===== config.mk =====
export PLATFORM = sky130hd
export DESIGN_NAME = wb_burst_master
export DESIGN_NICKNAME = d
export VERILOG_FILES = /design/src/rtl/wb_burst_master.sv
export SDC_FILE = /design/constraint.sdc
export NUM_CORES = 1
export LEC_CHECK = 0
export CAP_MARGIN = 10
export CORE_ASPECT_RATIO = 0.75
export CORE_UTILIZATION = 43
export CTS_CLUSTER_SIZE = 40
export DETAILED_ROUTE_END_ITERATION = 10
export PLACE_DENSITY_LB_ADDON = 0.25
export SYNTH_ARGS = -nofsm -noshare
export SYNTH_HDL_FRONTEND = slang
export SYNTH_SLANG_ARGS = --single-unit

===== constraint.sdc =====
create_clock -name wb_clk_i -period 4.5 [get_ports wb_clk_i]
set_clock_uncertainty 0.2 [all_clocks]
set_input_delay 0.675 -clock wb_clk_i [delete_from_list [all_inputs] [get_ports wb_clk_i]]
set_output_delay 0.675 -clock wb_clk_i [all_outputs]
set_load 0.03 [all_outputs]

===== src/rtl/wb_burst_master.sv =====
// Wishbone B3 burst initiator: one command becomes one classic or
// linear incrementing-burst cycle, with streamed write and read data.
module wb_burst_master #(
    parameter int dw = 32,
    parameter int aw = 32,
    parameter int LW = 4
) (
    input  logic            wb_clk_i,
    input  logic            wb_rst_i,
    input  logic            cmd_valid_i,
    output logic            cmd_ready_o,
    input  logic            cmd_we_i,
    input  logic [aw-1:0]   cmd_adr_i,
    input  logic [LW-1:0]   cmd_len_i,
    input  logic [dw-1:0]   wdat_i,
    input  logic            wdat_valid_i,
    output logic            wdat_ready_o,
    output logic [dw-1:0]   rdat_o,
    output logic            rdat_valid_o,
    output logic            done_o,
    output logic            err_o,
    output logic [aw-1:0]   wb_adr_o,
    output logic [dw-1:0]   wb_dat_o,
    output logic [dw/8-1:0] wb_sel_o,
    output logic            wb_we_o,
    output logic [1:0]      wb_bte_o,
    output logic [2:0]      wb_cti_o,
    output logic            wb_cyc_o,
    output logic            wb_stb_o,
    input  logic            wb_ack_i,
    input  logic            wb_err_i,
    input  logic            wb_rty_i,
    input  logic [dw-1:0]   wb_dat_i
);

    typedef enum logic {
        S_IDLE,
        S_BURST
    } state_t;

    state_t          r_state;
    logic            r_we;
    logic [aw-1:0]   r_adr;
    logic [LW-1:0]   r_len;
    logic [LW-1:0]   r_bcnt;
    logic            r_cyc;
    logic [dw-1:0]   r_rdat;
    logic            r_rvld;
    logic            r_done;
    logic            r_err;

    logic            w_burst;
    logic            w_stb;
    logic            w_term;
    logic            w_beat;
    logic            w_last;
    logic [2:0]      w_cti;

    assign w_burst = (r_state == S_BURST);
    assign w_stb   = w_burst & (!r_we | wdat_valid_i);
    // err/rty take precedence: a terminated beat never counts as acked
    assign w_term  = r_cyc & (wb_err_i | wb_rty_i);
    assign w_beat  = wb_ack_i & w_stb & !w_term;
    assign w_last  = (r_bcnt == r_len);

    always_comb begin
        w_cti = 3'b000;
        if (w_burst && (r_len != '0)) begin
            w_cti = w_last ? 3'b111 : 3'b010;
        end
    end

    always_ff @(posedge wb_clk_i) begin
        if (wb_rst_i) begin
            r_state <= S_IDLE;
            r_we    <= 1'b0;
            r_adr   <= '0;
            r_len   <= '0;
            r_bcnt  <= '0;
            r_cyc   <= 1'b0;
            r_rdat  <= '0;
            r_rvld  <= 1'b0;
            r_done  <= 1'b0;
            r_err   <= 1'b0;
        end else begin
            r_rvld <= 1'b0;
            r_done <= 1'b0;
            r_err  <= 1'b0;
            unique case (r_state)
                S_IDLE: begin
                    if (cmd_valid_i) begin
                        r_state <= S_BURST;
                        r_cyc   <= 1'b1;
                        r_we    <= cmd_we_i;
                        r_adr   <= cmd_adr_i;
                        r_len   <= cmd_len_i;
                        r_bcnt  <= '0;
                    end
                end
                S_BURST: begin
                    if (w_term) begin
                        r_state <= S_IDLE;
                        r_cyc   <= 1'b0;
                        r_done  <= 1'b1;
                        r_err   <= 1'b1;
                    end else if (w_beat) begin
                        r_adr  <= r_adr + aw'(1);
                        r_bcnt <= r_bcnt + LW'(1);
                        if (!r_we) begin
                            r_rdat <= wb_dat_i;
                            r_rvld <= 1'b1;
                        end
                        if (w_last) begin
                            r_state <= S_IDLE;
                            r_cyc   <= 1'b0;
                            r_done  <= 1'b1;
                        end
                    end
                end
                default: r_state <= S_IDLE;
            endcase
        end
    end

    assign cmd_ready_o  = (r_state == S_IDLE);
    assign wdat_ready_o = w_beat & r_we;
    assign rdat_o       = r_rdat;
    assign rdat_valid_o = r_rvld;
    assign done_o       = r_done;
    assign err_o        = r_err;
    assign wb_adr_o     = r_adr;
    assign wb_dat_o     = wdat_i;
    assign wb_sel_o     = '1;
    assign wb_we_o      = r_we;
    assign wb_bte_o     = 2'b00;
    assign wb_cti_o     = w_cti;
    assign wb_cyc_o     = r_cyc;
    assign wb_stb_o     = w_stb;

endmodule

* Word-level counts from Yosys, hierarchy flattened
Cells that the tools add are included.
Operators by class: add/subtract/negate cells 2, $mul 0, divide/modulo/power cells 0, $lt $le $gt $ge 0, equality and inequality tests 6, shift-type cells 0, muxes and demuxes 25, bitwise gates (word level) 11, reductions and logical operators 10
Operators with widths (count):
- 2-to-1 mux 32 bit | 3
- one-hot mux 32 bit (2 select lines) | 1
- adder 32 x 1 -> 32 bit, second input constant | 1
- 2-to-1 mux 1 bit | 13
- 2-to-1 mux 4 bit | 3
- one-hot mux 4 bit (2 select lines) | 1
- 2-to-1 mux 3 bit | 2
- != test 3 x 1 -> 1 bit, second input constant | 2
- AND reduction 3 bit | 2
- AND 1 bit | 5
- adder 4 x 1 -> 4 bit, second input constant | 1
- equality test 4 bit | 1
- != test 2 bit, second input constant | 2
- inverter 1 bit | 4
- one-hot mux 1 bit (2 select lines) | 2
- AND reduction 4 bit | 1
- nonzero test 4 bit | 1
- OR reduction 4 bit | 1
- logical NOT 1 bit | 2
- != test 2 x 1 -> 1 bit, second input constant | 1
- bitwise OR 1 bit | 2
- AND reduction 2 bit | 1
- OR reduction 2 bit | 1
- logical AND 1 bit | 1
Word-level totals: bits in registers 78, latch bits 0, memory bits (writable) 0, bits in read-only memories 0, output and inout bits 113, logic and storage cells 64, memories 0

* Depth between registers and ports, before layout
word-level depth 8, depth in mapped cells 8, gate-level depth less buffers 6

* Worst setup path after synthesis
OpenSTA, ideal clock, no wires.
kind register -> output, from reg r_state, to out wb_cti_o[2], arrival time 1.920 ns, required time 3.625 ns, slack 1.705 ns, stages on the path, launching flop included 6, path buffers 3, path through dfxtp_1 > buf_2 > inv_1 > clkbuf_1 > nor3_1 > buf_4
On the way: word-level cells in the longest chain between the ends 2
RTL lines:
- from (decl) | RTL line 41 | state_t r_state;
- from (signal assigned) | RTL line 75 | r_state <= S_IDLE;
- from (signal assigned) | RTL line 92 | r_state <= S_BURST;
- from (signal assigned) | RTL line 102 | r_state <= S_IDLE;
- logical AND 1 bit | RTL line 68 | if (w_burst && (r_len != '0)) begin
- 2-to-1 mux 3 bit | RTL line 68
- to (decl) | RTL line 27 | output logic [2:0] wb_cti_o,
No other way between the ends.

* Worst setup path after layout
from in wb_rty_i, to out wdat_ready_o
On the way: word-level cells in the longest chain between the ends 5
RTL lines:
- from (decl) | RTL line 32 | input logic wb_rty_i,
- bitwise OR 1 bit | RTL line 62 | assign w_term = r_cyc & (wb_err_i | wb_rty_i);
- AND 1 bit | RTL line 62
- logical NOT 1 bit | RTL line 63 | assign w_beat = wb_ack_i & w_stb & !w_term;
- AND 1 bit | RTL line 63
- AND 1 bit | RTL line 126 | assign wdat_ready_o = w_beat & r_we;
- to (decl) | RTL line 17 | output logic wdat_ready_o,
No other way between the ends.

==> metrics.md <==
| Metric | Value |
|---|---|
| First-pass GRT wire length | `19,500 um` |
| Static Leak | `2.02 nW` |
| Post-DR wirelength/cell | `16.4 um` |
| Die area | `0.00988 mm^2` |
| Antenna-violating nets left | `0` |
| Nets | `734` |
| Die Wd | `between 100 and 150 um` |
| Seq/Total Area, Yosys | `between 30% and 40%` |
| Period utilization | `75.1%` |
| R2R cell count | `6` |
| Cell Area, Synth | `between 0.004 and 0.005 mm^2` |
| Hold path cells | `2` |
| Gr usage total | `25.1%` |
| RSZ-0062 raised after global routing | `false` |
| Die H | `86.3 um` |
| Worst-path clk slew | `60 ps` |
| Vias per cell | `5.53` |
| Crit-path max cell delay | `660 ps` |
| Antenna violations before repair | `0` |
| Top delay family on crit path | `buffers and inverters` |
| Register area | `0.00156 mm^2` |
| CTS tree | `yes` |
| Final cell area excluding filler cells | `0.00568 mm^2` |
| CTS H-tree lvls | `3` |
| Root Buffer | `clkbuf_16` |
| Final hold vios | `0` |
| CP Depth | `5` |
| Setup TNS Final | `0 ps` |
| Final RePlAce weighted congestion | `approximately 0.82` |
| Gates resized, CTS repair | `0` |
| Fin util | `62.3%` |
| Post-synth cell types | `54` |
| Commonest non-fill, non-tap cell in the layout | `clkdlybuf4s50_1` |
| CP endpoint kind | `output port` |
| Post-synthesis area per instance | `7.75 um^2` |
| IO Count | `221` |
| Placed Cells | `741` |
| Maximum VDD drop | `0.187 mV` |
| Area contributors post-synth | `dfxtp_1 (38%), nand2_1 (9.3%), a21oi_1 (8.0%), buf_4 (7.2%), o21ai_0 (2.9%)` |
| Vias in the first global route | `3,801` |
| # hold bufs at CTS | `0` |
| Flops & latches, synth | `78` |
| Max Freq | `296 MHz` |
| Mapped Cells | `526` |
| Clock sink count | `78` |
| Routed wire length | `12,400 um` |
| Synth top area share | `a little under two fifths` |
| Crit-path max FO | `5` |
| Post-synth EDFFs | `0` |
| Starting Density | `44.7%` |
| Worst Setup Path Type | `input pin to output port` |
| Starting DRT DRC Count | `between 200 and 300` |
| Multi-input logic area | `0.00209 mm^2` |
| Tmin final | `3380 ps` |
| Setup slack after placement | `1120 ps` |
| Most frequent cells in the layout | `clkdlybuf4s50_1 (149), nand2_1 (101), dfxtp_1 (78), a21oi_1 (65), nor2_1 (28)` |
| Final Slew Violations | `0` |
| Drt drc | `0` |
| Cell taking the most area after synthesis | `dfxtp_1` |
| Relative slew slack | `24.2%` |
| Critical path cell sequence | `clkdlybuf4s50_1 -> o21a_1 -> nor3_1 -> and2_1 -> clkdlybuf4s50_1` |
| Largest net degree at the start of global routing | `44` |
| Final std cells w/o fill | `757` |
| Area grow syn2layout | `39.3%` |
| Post-place instance area | `0.00537 mm^2` |
| Floorplan row count | `30` |
| Slew @ Worst Pin | `around 1100 ps` |
| HPWL after DPL | `8830 um` |
| Share of cells above drive strength 1 | `~5.7%` |
| IO buf count | `150` |
| Arrival time at the worst endpoint | `2500 ps` |
| Tightest Hold Check Type | `flip-flop to flip-flop` |
| Share of synthesized registers carrying an async set or reset | `0%` |
| Filler Cell Count | `767` |
| Core Region | `0.00912 mm^2` |
| Outcome | `finished, final reports clean` |
| MaxCap Viol Count | `0` |
| Via count | `about 4,200` |
| Setup WS post-layout | `1120 ps` |
| Critical path required time | `3620 ps` |
| Clock buffer depth | `2` |
| Synth warn | `0` |
| Ys flop type | `dfxtp_1` |
| TritonCTS Buffers | `9` |
| GR Overflow Total | `0` |
| Post-CTS setup buffers | `0` |
| Worst path most repeated cell | `clkdlybuf4s50_1` |
| Power per cell area | `346 mW/mm^2` |
| Clock Latency Late Sink | `about 330 ps` |
| Slowest cell on crit path | `clkdlybuf4s50_1` |
| Worst Path Buf+Inv | `2` |
| First-pass DRT Iterations | `5` |
| Final setup violation count | `0` |
| ANT cells | `0` |
| CP startpoint kind | `input pin` |
## synth_stat cells, types with 4 or more instances
cell type,number
a21o_1,4
a21oi_1,65
a22oi_1,4
a31oi_1,12
and3_1,11
buf_2,7
buf_4,39
clkbuf_1,26
dfxtp_1,78
nand2_1,101
nand3_1,19
nand4_1,8
nor2_1,29
nor2b_1,8
nor3_1,11
nor4_1,5
o211ai_1,4
o21ai_0,24
o31ai_1,4
or3_1,6
or4_1,6
xnor2_1,4
## state kept, by name, summed over array words and instances (netlist names), 4 cells and up
register and cells:
wb_adr_o 32, r_bcnt 4, rdat_o 32, r_len 4
## worst reg2reg max path, cell delays in order, from the launching register on
cell	delay, ps
dfxtp_1	320
buf_4	390
nand2_1	280
or3_1	620
or3_1	480
a211o_1	300
a21oi_1	120
## path summary, 6_finish.rpt
path	from	to	slack (ps)
worst max register to register	r_state	wb_adr_o[12]	1730
worst max-delay path	wb_rty_i	wdat_ready_o	1120
worst min register to register	rdat_o[29]	rdat_o[29]	250
worst min-delay path	rdat_o[29]	rdat_o[29]	250
## power breakdown
group / total (W) / switching (W) / leakage (nW) / internal [W]
Clock: 0.000762 / 0.000280 / 0.159 / 0.000482
Sequential: 0.000786 / 0.0000532 / 0.637 / 0.000733
Combinational: 0.000419 / 0.000234 / 1.22 / 0.000184
## stage by stage
stage / total power [W] / hold WS, ps
finish: 0.00197 / 250
global placement: 0.00121 / 242
detailed placement: 0.00122 / 246
CTS: 0.00198 / 254
global route: 0.00205 / 271
floorplan: 0.00108 / 262
## final cells by class
class                           instances  share of cell area [%]
Clock inverter                          7                    1.56
Timing Repair Buffer                  156                    27.1
Inverter                                3                   0.198
Tap cell                              128                    2.82
Clock buffer                            9                    3.96
Sequential cell                        78                    27.5
Multi-Input combinational cell        376                    36.8
## cell families after synthesis
| kind of cell | synth area share, % |
|---|---|
| and+or+nand+nor | 27.9 |
| AOI/OAI and AO/OA | 20.5 |
| DFF | 38.3 |
| buffers and inverters | 10.8 |
| xor gates and xnor gates | 1.29 |
| adders and majority gates | 0.614 |
| other | 0.184 |
| muxes | 0.491 |
## layer usage
layer  share of wire [%]  GRT usage, %  vias up  routed length [um]
met2                  47          39.7      213                5800
met1                  42          33.1     1939                5250
met3                 8.8          7.06       23                1090
met5                   0             0        -                   0
li1                    -             -     2014                   -
met4                 1.9          8.50        0                 238
Note: power is estimated with default switching activity, not from simulation.
